===== src/rtl/result_serializer.sv =====
// result_serializer: LSB-first parallel-to-serial egress stage with valid/ready beats.
// Defining RESULT_SERIALIZER_PARITY_EN appends one even-parity beat to every word.
module result_serializer #(
  parameter int WIDTH = 31
) (
  input  logic             clk,
  input  logic             rst_n,
  input  logic             load_valid,
  output logic             load_ready,
  input  logic [WIDTH-1:0] load_data,
  output logic             ser_valid,
  input  logic             ser_ready,
  output logic             ser_data,
  output logic             ser_last
);
  localparam int CNT_W = $clog2(WIDTH + 1);
`ifdef RESULT_SERIALIZER_PARITY_EN
  localparam bit PAR_EN = 1'b1;
  typedef enum logic [1:0] {IDLE, SHIFT, PARITY} state_t;
`else
  localparam bit PAR_EN = 1'b0;
  typedef enum logic [1:0] {IDLE, SHIFT} state_t;
`endif
  state_t           r_state;
  logic [WIDTH-2:0] r_shift;
  logic [CNT_W-1:0] r_cnt;
  logic             r_valid;
  logic             r_data;
  logic             r_last;
  logic             w_beat;
  logic             w_last_data;
  logic             w_final;
  logic             w_load;
  // r_data is bit 0 of the word register; r_shift holds the bits still to come
  assign w_beat      = r_valid && ser_ready;
  assign w_last_data = r_state == SHIFT && r_cnt == CNT_W'(WIDTH - 1);
`ifdef RESULT_SERIALIZER_PARITY_EN
  logic r_par;
  assign w_final = r_state == PARITY;
`else
  assign w_final = w_last_data;
`endif
  assign load_ready = r_state == IDLE || (w_final && ser_ready);
  assign w_load     = load_valid && load_ready;
  assign ser_valid  = r_valid;
  assign ser_data   = r_data;
  assign ser_last   = r_last;
  always_ff @(posedge clk or negedge rst_n) begin
    if (!rst_n) begin
      r_state <= IDLE;
      r_shift <= '0;
      r_cnt   <= '0;
      r_valid <= 1'b0;
      r_data  <= 1'b0;
      r_last  <= 1'b0;
`ifdef RESULT_SERIALIZER_PARITY_EN
      r_par   <= 1'b0;
`endif
    end else if (w_load) begin
      r_state <= SHIFT;
      r_shift <= load_data[WIDTH-1:1];
      r_cnt   <= '0;
      r_valid <= 1'b1;
      r_data  <= load_data[0];
      r_last  <= 1'b0;
`ifdef RESULT_SERIALIZER_PARITY_EN
      r_par   <= ^load_data;
`endif
    end else if (w_beat && r_state == SHIFT && !w_last_data) begin
      r_shift <= r_shift >> 1;
      r_cnt   <= r_cnt + CNT_W'(1);
      r_data  <= r_shift[0];
      r_last  <= !PAR_EN && r_cnt == CNT_W'(WIDTH - 2);
`ifdef RESULT_SERIALIZER_PARITY_EN
    end else if (w_beat && w_last_data) begin
      r_state <= PARITY;
      r_shift <= '0;
      r_cnt   <= r_cnt + CNT_W'(1);
      r_data  <= r_par;
      r_last  <= 1'b1;
`endif
    end else if (w_beat) begin
      r_state <= IDLE;
      r_shift <= '0;
      r_valid <= 1'b0;
      r_data  <= 1'b0;
      r_last  <= 1'b0;
    end
  end
endmodule


===== config.mk =====
export PLATFORM = sky130hd
export DESIGN_NAME = result_serializer
export DESIGN_NICKNAME = d
export VERILOG_FILES = /design/src/rtl/result_serializer.sv
export SDC_FILE = /design/constraint.sdc
export NUM_CORES = 1
export LEC_CHECK = 0
export ABC_AREA = 1
export CORE_ASPECT_RATIO = 0.7
export CORE_MARGIN = 2
export CORE_UTILIZATION = 55
export CTS_BUF_LIST = sky130_fd_sc_hd__clkbuf_8
export DETAILED_ROUTE_END_ITERATION = 8
export PLACE_DENSITY_LB_ADDON = 0.15
export SETUP_SLACK_MARGIN = 0.15
export SYNTH_ARGS = -nofsm -noshare
export SYNTH_HDL_FRONTEND = slang
export SYNTH_SLANG_ARGS = --single-unit

===== constraint.sdc =====
create_clock -name clk -period 2.3 [get_ports clk]
set_input_delay 0.23 -clock clk [delete_from_list [all_inputs] [get_ports clk]]
set_output_delay 0.23 -clock clk [all_outputs]
set_load 0.1 [all_outputs]

==> impl_metrics.py, run 1 <==
metrics = {
    "outcome": {
        "status": "completed",
    },
    "clocking": {
        "numCtsBuffers": 5,
        "clk_pin_slew_ps": 70,
        "insertion_delay_ps": 290,
        "htree_levels": 2,
        "clock_path_buffers": 2,
        "cts_root_buf": "clkbuf_8",
        "cts_tree": "built",
        "clock-sinks": 38,
    },
    "synthesis": {
        "yosys_warnings": 0,
        "synthTopCellsByArea": "dfrtp_1 (50%), nand3_1 (25%), nand2_1 (10%), buf_2 (2.6%), inv_1 (2.5%)",
        "synth_nets": 274,
        "synth_cell_types": 15,
        "ys_seq_area_share_pct": 49.6,
        "ys_seq_elements": 38,
        "synth_cells": 236,
        "yosys.area.top_type": "dfrtp_1",
        "avgSynthCellArea_um2": 8.13,
        "synth_area_mm2": 0.00192,
        "synth_top_cell_area_share_pct": 49.6,
    },
    "finish": {
        "final_cell_mix": "nand3_1 (97), nand2_1 (51), dfrtp_1 (38)",
        "syn_to_final_growth_pct": 23.2,
        "drive_above_1_share_pct": 7.81,
        "fillers": 282,
        "final_common_cell": "nand3_1",
        "fin_nets": 306,
        "diodes": 0,
        "final_cells": 316,
    },
    "timing": {
        "finalCriticalPeriod_ps": 1960,
        "whs_ps": 36.1,
        "period_share_pct": 85.0,
        "rsz0062_at_grt": "false",
        "setup-tns-final_ps": 0,
        "worst_pin_slew_ps": 829,
        "max-slew-margin-rel_pct": 44.7,
        "hold_viol": 0,
        "skew_ps": 3.55,
        "setup_violations": 0,
        "report.final.slew_viol_count": 0,
        "max_freq_ghz": 0.511,
        "layout_setup_ws_ps": 344,
    },
    "critical_path": {
        "worstSetupPathType": "flip-flop to output pin",
        "r2r-end": "r_cnt[1]$_DFFE_PN0P_",
        "cp_cell_sequence": "inv_1 -> ha_1 -> inv_1 -> nor2_2 -> nand3_1 -> nand2_4 -> buf_12",
        "worstPathMaxFanout": 15,
        "reg2regPathDepth": 10,
        "max_stage_delay_ps": 420,
        "required_ps": 2070,
        "reg2reg_setup_slack_ps": 400,
        "arrival_ps": 1730,
        "r2r_start": "r_cnt[0]$_DFFE_PN0P_",
        "crit_path_end": "load_ready",
        "end_kind": "output pin",
        "crit_path_top_delay_cell": "dfrtp_1",
        "crit_start": "r_cnt[0]$_DFFE_PN0P_",
        "crit_top_cell": "inv_1",
        "worst_setup_path_start_kind": "flip-flop",
    },
    "pwr": {
        "comb_power_share_pct": 32.9,
        "p_total_mw": 2.34,
        "p_int_mw": 1.47,
        "switchingPower_uw": 865,
        "p_seq_share_pct": 47.2,
        "p_clk_share_pct": 20.0,
        "p_leak_nw": 1.17,
        "netSwitchingFraction_pct": 37.0,
        "power_density_mw_per_mm2": 989,
        "vdd_drop_max_uv": 619,
    },
    "drt": {
        "via_count": 1706,
        "wl_per_cell_um": 13.7,
        "finalWirelength_mm": 4.32,
        "viasPerCell": 5.40,
        "first_pass_iters": 4,
        "drt_iter0_drc": 134,
        "drc": 0,
        "drt.antenna.violating_nets": 0,
    },
    "global_route": {
        "grt_pass1_wl_mm": 7.31,
        "antenna_found_initial": 0,
        "grt_usage_pct": 25.2,
        "overflow": 0,
        "grt_max_degree": 39,
        "grt_pass1_vias": 1606,
    },
    "place": {
        "gp_congestion": 0.784,
        "post-place-cells": 308,
        "preCtsSetupSlack_ps": 412,
        "port_buffers": 38,
        "dp_hpwl_mm": 2.76,
    },
    "worst_hold_path": {
        "min_path_type": "input port to asynchronous set/reset pin",
    },
    "die": {
        "die_w_um": 74.6,
        "coreArea_mm2": 0.00323,
        "ios": 39,
        "die_area_mm2": 0.00398,
        "rows": 17,
        "floorplan.initialDensity_pct": 59.3,
        "die_h_um": 53.4,
    },
    "job": {
        "max-cap-violations": 0,
    },
}
-- synthesized netlist by cell type, drive strengths merged --
cell	instances
o21ai	1
nand2	53
nand4	3
inv	14
ha	3
dfrtp	38
nand3	97
nor2	9
buf	17
nand3b	1
-- flip-flops by register name (all words and copies together) (netlist names) --
| signal | count |
|---|---|
| ser_last | 1 |
| r_cnt | 5 |
| r_shift | 30 |
| ser_data | 1 |
| ser_valid | 1 |
-- power by group through the flow --
stage / combinational (mW) / clock (mW) / sequential [mW]
finish: 0.768 / 0.467 / 1.10
CTS: 0.777 / 0.470 / 1.10
global placement: 0.742 / 0 / 1.10
detailed placement: 0.769 / 0 / 1.11
global route: 0.870 / 0.509 / 1.13
floorplan: 0.492 / 0 / 1.16
-- stage by stage --
| stage | utilization, % | area (µm²) |
|---|---|---|
| global placement | 70.1 | 2270 |
| CTS | 72.9 | 2360 |
| detailed placement | 70.1 | 2270 |
| global route | 73.1 | 2360 |
| finish | 73.1 | 2360 |
| floorplan | - | 1920 |
-- worst min-delay path by stage --
| stage | to | slack, ps |
|---|---|---|
| finish | r_shift[24]$_DFFE_PN0P_ | 40 |
| global route | r_shift[24]$_DFFE_PN0P_ | 90 |
| CTS | ser_last$_DFFE_PN0P_ | 60 |
| detailed placement | r_shift[24]$_DFFE_PN0P_ | 380 |
| global placement | r_shift[25]$_DFFE_PN0P_ | 380 |
| floorplan | r_cnt[0]$_DFFE_PN0P_ | -70 |
-- worst max-delay path, delay by kind of cell (launching register included) --
family / cells / cell delay, ps
simple gates: 3 / 460
flops: 1 / 420
buf+inv: 3 / 360
fa+ha+maj: 1 / 180
-- final cells by class --
class,count,area [µm²],share of cell area [%]
well taps,47,58.8,2.49
multi-input cells,167,802,33.9
clock buffers,6,82.6,3.49
repair buffers,42,408,17.3
flip-flops and latches,38,951,40.2
clock inverters,2,8.76,0.371
inverters,14,52.6,2.22
-- metal layers --
layer | part of all wire (%) | vias to the layer above | routed length, µm | track usage [%]
met4 | 0.95 | 0 | 41 | 5.95
met1 | 48 | 787 | 2060 | 34.5
met2 | 44 | 62 | 1910 | 40.0
met5 | 0 | - | 0 | 0
met3 | 7.1 | 6 | 306 | 6.86
li1 | - | 851 | - | -
-- repair_timing --
action / 4_1_cts / 5_1_grt
gates resized for setup: 0 / 1
buffers inserted: 0 / 0
hold buffers: 0 / 0
endpoints found under the hold margin: 0 / 0
setup endpoints to repair: 0 / 1
-- logic make-up (layout without fill, tap and decap cells) --
kind of cell | count (synthesis) | in the layout | synth area share [%]
DFF | 38 | 38 | 49.6
AOI/OAI and AO/OA | 1 | 1 | 0.261
and+or+nand+nor | 163 | 163 | 39.3
buffers and inverters | 31 | 64 | 8.87
adders and majority gates | 3 | 3 | 1.96
Note: power is estimated with default switching activity, not from simulation.
==> inputs of run 2 (changes only) <==
--- a/config.mk
+++ b/config.mk
@@ -5,7 +5,6 @@
 export SDC_FILE = /design/constraint.sdc
 export NUM_CORES = 1
 export LEC_CHECK = 0
-export ABC_AREA = 1
 export CORE_ASPECT_RATIO = 0.7
 export CORE_MARGIN = 2
 export CORE_UTILIZATION = 55
==> run 2 against run 1 <==
Net effect:
- area after synthesis shrank 9.1%
- critical path depth shrank 1
- non-clock buffer count shrank 1
- cell count shrank 27%
- sequential power grew 5%
- via count is 17% lower
- flip-flop and latch count did not move
- synthesized cell count fell by 33%
- combinational power increased by 2%
- first-iteration DRC count rose by 69%
- die area fell by 8.5%
- fmax decreased by 0.79%
- critical path type is now flip-flop to flip-flop
- highest routed layer unchanged
==> impl_metrics.py, run 2 <==
metrics = {
    "finish": {
        "syn_to_final_growth_pct": 25.6,
        "fin_util_pct": 71.0,
        "final_cells": 230,
        "final_common_cell": "dfrtp_1",
        "largest_registers": "r_shift x30, r_cnt x5",
        "design_area_mm2": 0.00219,
        "largest_reg_flops": 30,
        "fin_nets": 230,
        "final_cell_mix": "dfrtp_1 (38), inv_1 (37), clkdlybuf4s50_1 (33)",
        "diodes": 0,
        "drive_above_1_share_pct": 8.85,
        "fillers": 229,
        "top_register": "r_shift",
    },
    "global_route": {
        "grt_pass1_vias": 1374,
        "grt_pass1_wl_mm": 6.13,
        "overflow": 0,
        "grt_usage_pct": 22.4,
        "grt_max_degree": 39,
        "antenna_found_initial": 0,
    },
    "synthesis": {
        "synth_cell_types": 27,
        "synth_top_cell_area_share_pct": 54.5,
        "yosys_warnings": 0,
        "synthTopCellsByArea": "dfrtp_1 (55%), a222oi_1 (17%), inv_1 (7.5%), buf_6 (2.6%), ha_1 (2.2%)",
        "yosys.area.top_type": "dfrtp_1",
        "async_reset_ff_share_pct": 100,
        "ys.flop_type": "dfrtp_1",
        "ys_seq_elements": 38,
        "synthTopCellsByCount": "dfrtp_1 (38), inv_1 (35), a222oi_1 (30)",
        "synth_compound_area_share_pct": 23.4,
        "synth-simple-area-share_pct": 5.74,
        "synth_nets": 196,
        "synth-edff-count": 0,
        "ys_seq_area_share_pct": 54.5,
        "synth_area_mm2": 0.00174,
        "synth_most_common_cell": "dfrtp_1",
        "synth_mux_area_share_pct": 1.15,
        "synthAdderAreaFrac_pct": 2.15,
        "synth-xor-area-share_pct": 0.502,
        "synth_cells": 158,
        "synth_top_family_by_area": "compound AO/OA/AOI/OAI gates",
        "avgSynthCellArea_um2": 11.0,
    },
    "die": {
        "floorplan.initialDensity_pct": 56.6,
        "die_w_um": 71.3,
        "rows": 17,
        "coreArea_mm2": 0.00308,
        "die_h_um": 51.1,
        "ios": 39,
        "die_area_mm2": 0.00364,
    },
    "critical_path": {
        "worstPathMaxFanout": 33,
        "arrival_ps": 2140,
        "required_ps": 2470,
        "cp_cell_sequence": "inv_1 -> ha_1 -> and4_1 -> a31o_4 -> a222oi_1 -> inv_1",
        "crit_top_cell": "inv_1",
        "worstSetupPathType": "flip-flop to flip-flop",
        "end_kind": "flip-flop",
        "max_stage_delay_ps": 450,
        "worst_setup_path_start_kind": "flip-flop",
        "crit_path_top_delay_cell": "dfrtp_1",
    },
    "clocking": {
        "clock-sinks": 38,
        "clock_path_buffers": 2,
        "cts_repair_resize_count": 0,
        "numCtsBuffers": 5,
        "cts_tree": "built",
        "insertion_delay_ps": 290,
        "clk_pin_slew_ps": 70,
        "htree_levels": 2,
        "cts_root_buf": "clkbuf_8",
    },
    "timing": {
        "max-slew-margin-rel_pct": 45.7,
        "hold_viol": 0,
        "skew_ps": 6.64,
        "period_share_pct": 85.7,
        "worst_pin_slew_ps": 815,
        "setup_violations": 0,
        "report.final.slew_viol_count": 0,
        "max_freq_ghz": 0.507,
        "finalCriticalPeriod_ps": 1970,
        "rsz0062_at_grt": "true",
        "setup-tns-final_ps": 0,
    },
    "drt": {
        "first_pass_iters": 6,
        "wl_per_cell_um": 15.9,
        "via_count": 1414,
        "viasPerCell": 6.15,
        "finalWirelength_mm": 3.65,
        "drt_iter0_drc": 226,
        "drt.antenna.violating_nets": 0,
        "drc": 0,
    },
    "pwr": {
        "switchingPower_uw": 854,
        "power_density_mw_per_mm2": 1070,
        "p_seq_share_pct": 48.9,
        "comb_power_share_pct": 33.5,
        "vdd_drop_max_uv": 525,
        "p_int_mw": 1.49,
        "p_leak_nw": 1.17,
        "p_clk_share_pct": 17.6,
        "netSwitchingFraction_pct": 36.4,
        "p_total_mw": 2.35,
    },
    "place": {
        "dp_hpwl_mm": 2.36,
        "placed_cell_area_mm2": 0.00211,
        "gp_congestion": 0.933,
        "port_buffers": 38,
        "post-place-cells": 223,
    },
    "outcome": {
        "status": "completed",
    },
    "worst_hold_path": {
        "min_path_type": "input port to asynchronous set/reset pin",
    },
    "job": {
        "max-cap-violations": 0,
    },
}
==> run 2: layer usage <==
layer / wire (µm) / global-route usage [%] / vias to the layer above / share of wire [%]
li1: - / - / 659 / -
met1: 1680 / 28.9 / 697 / 46
met2: 1690 / 35.0 / 52 / 46
met3: 227 / 7.50 / 6 / 6.2
met4: 48 / 8.81 / 0 / 1.3
met5: 0 / 0 / - / 0
==> run 2: final timing paths <==
path / to / from / cells after the start / slack, ps
hold reg to reg: r_shift[20]$_DFFE_PN0P_ / r_shift[21]$_DFFE_PN0P_ / 2 / 500
min in group clk: r_shift[20]$_DFFE_PN0P_ / r_shift[21]$_DFFE_PN0P_ / 2 / 500
setup reg to reg: r_shift[2]$_DFFE_PN0P_ / r_cnt[0]$_DFFE_PN0P_ / 6 / 330
max in group asynchronous: r_shift[21]$_DFFE_PN0P_ / rst_n / 1 / 1750
hold / removal: r_cnt[2]$_DFFE_PN0P_ / rst_n / 1 / 30
setup / recovery: r_shift[2]$_DFFE_PN0P_ / r_cnt[0]$_DFFE_PN0P_ / 6 / 330
==> run 2: power by group through the flow <==
stage	sequential, mW	combinational (mW)	clock [mW]
after global placement	1.13	0.750	0
after floorplan	1.16	0.547	0
after detailed placement	1.15	0.788	0
after CTS	1.14	0.792	0.426
final	1.15	0.785	0.413
after global routing	1.18	0.881	0.462
==> run 2: cell type report <==
class | instances | area [µm²] | share of cell area (%)
multi-input cells | 71 | 584 | 26.7
flip-flops and latches | 38 | 951 | 43.4
repair buffers | 41 | 400 | 18.3
clock inverters | 2 | 7.51 | 0.343
inverters | 35 | 131 | 6.00
well taps | 38 | 47.5 | 2.17
clock buffers | 5 | 68.8 | 3.14
==> run 2: cells by family (layout without fill, tap and decap cells) <==
kind of cell,Yosys count,after routing
AOI/OAI and AO/OA,45,45
xor gates and xnor gates,1,1
adders and majority gates,3,3
buffers and inverters,49,83
DFF,38,38
muxes,2,2
and+or+nand+nor,20,20
==> run 2: repair_timing <==
item / 4_1_cts / 5_1_grt
hold buffers: 0 / 0
buffers inserted: 0 / 0
setup endpoints to repair: 0 / 2
==> run 2: per-stage QoR <==
step / hold slack (ps) / setup slack (ps)
global placement: 361 / 435
floorplan: -65.6 / 306
CTS: 66.1 / 307
detailed placement: 383 / 339
finish: 31.5 / 329
global route: 113 / 143
==> run 2: critical path, delay by kind of cell (launching register included) <==
family	cells	cell delay, ps
buffers and inverters	2	150
adders and majority gates	1	220
and+or+nand+nor	1	260
AOI/OAI and AO/OA	2	780
DFF	1	450
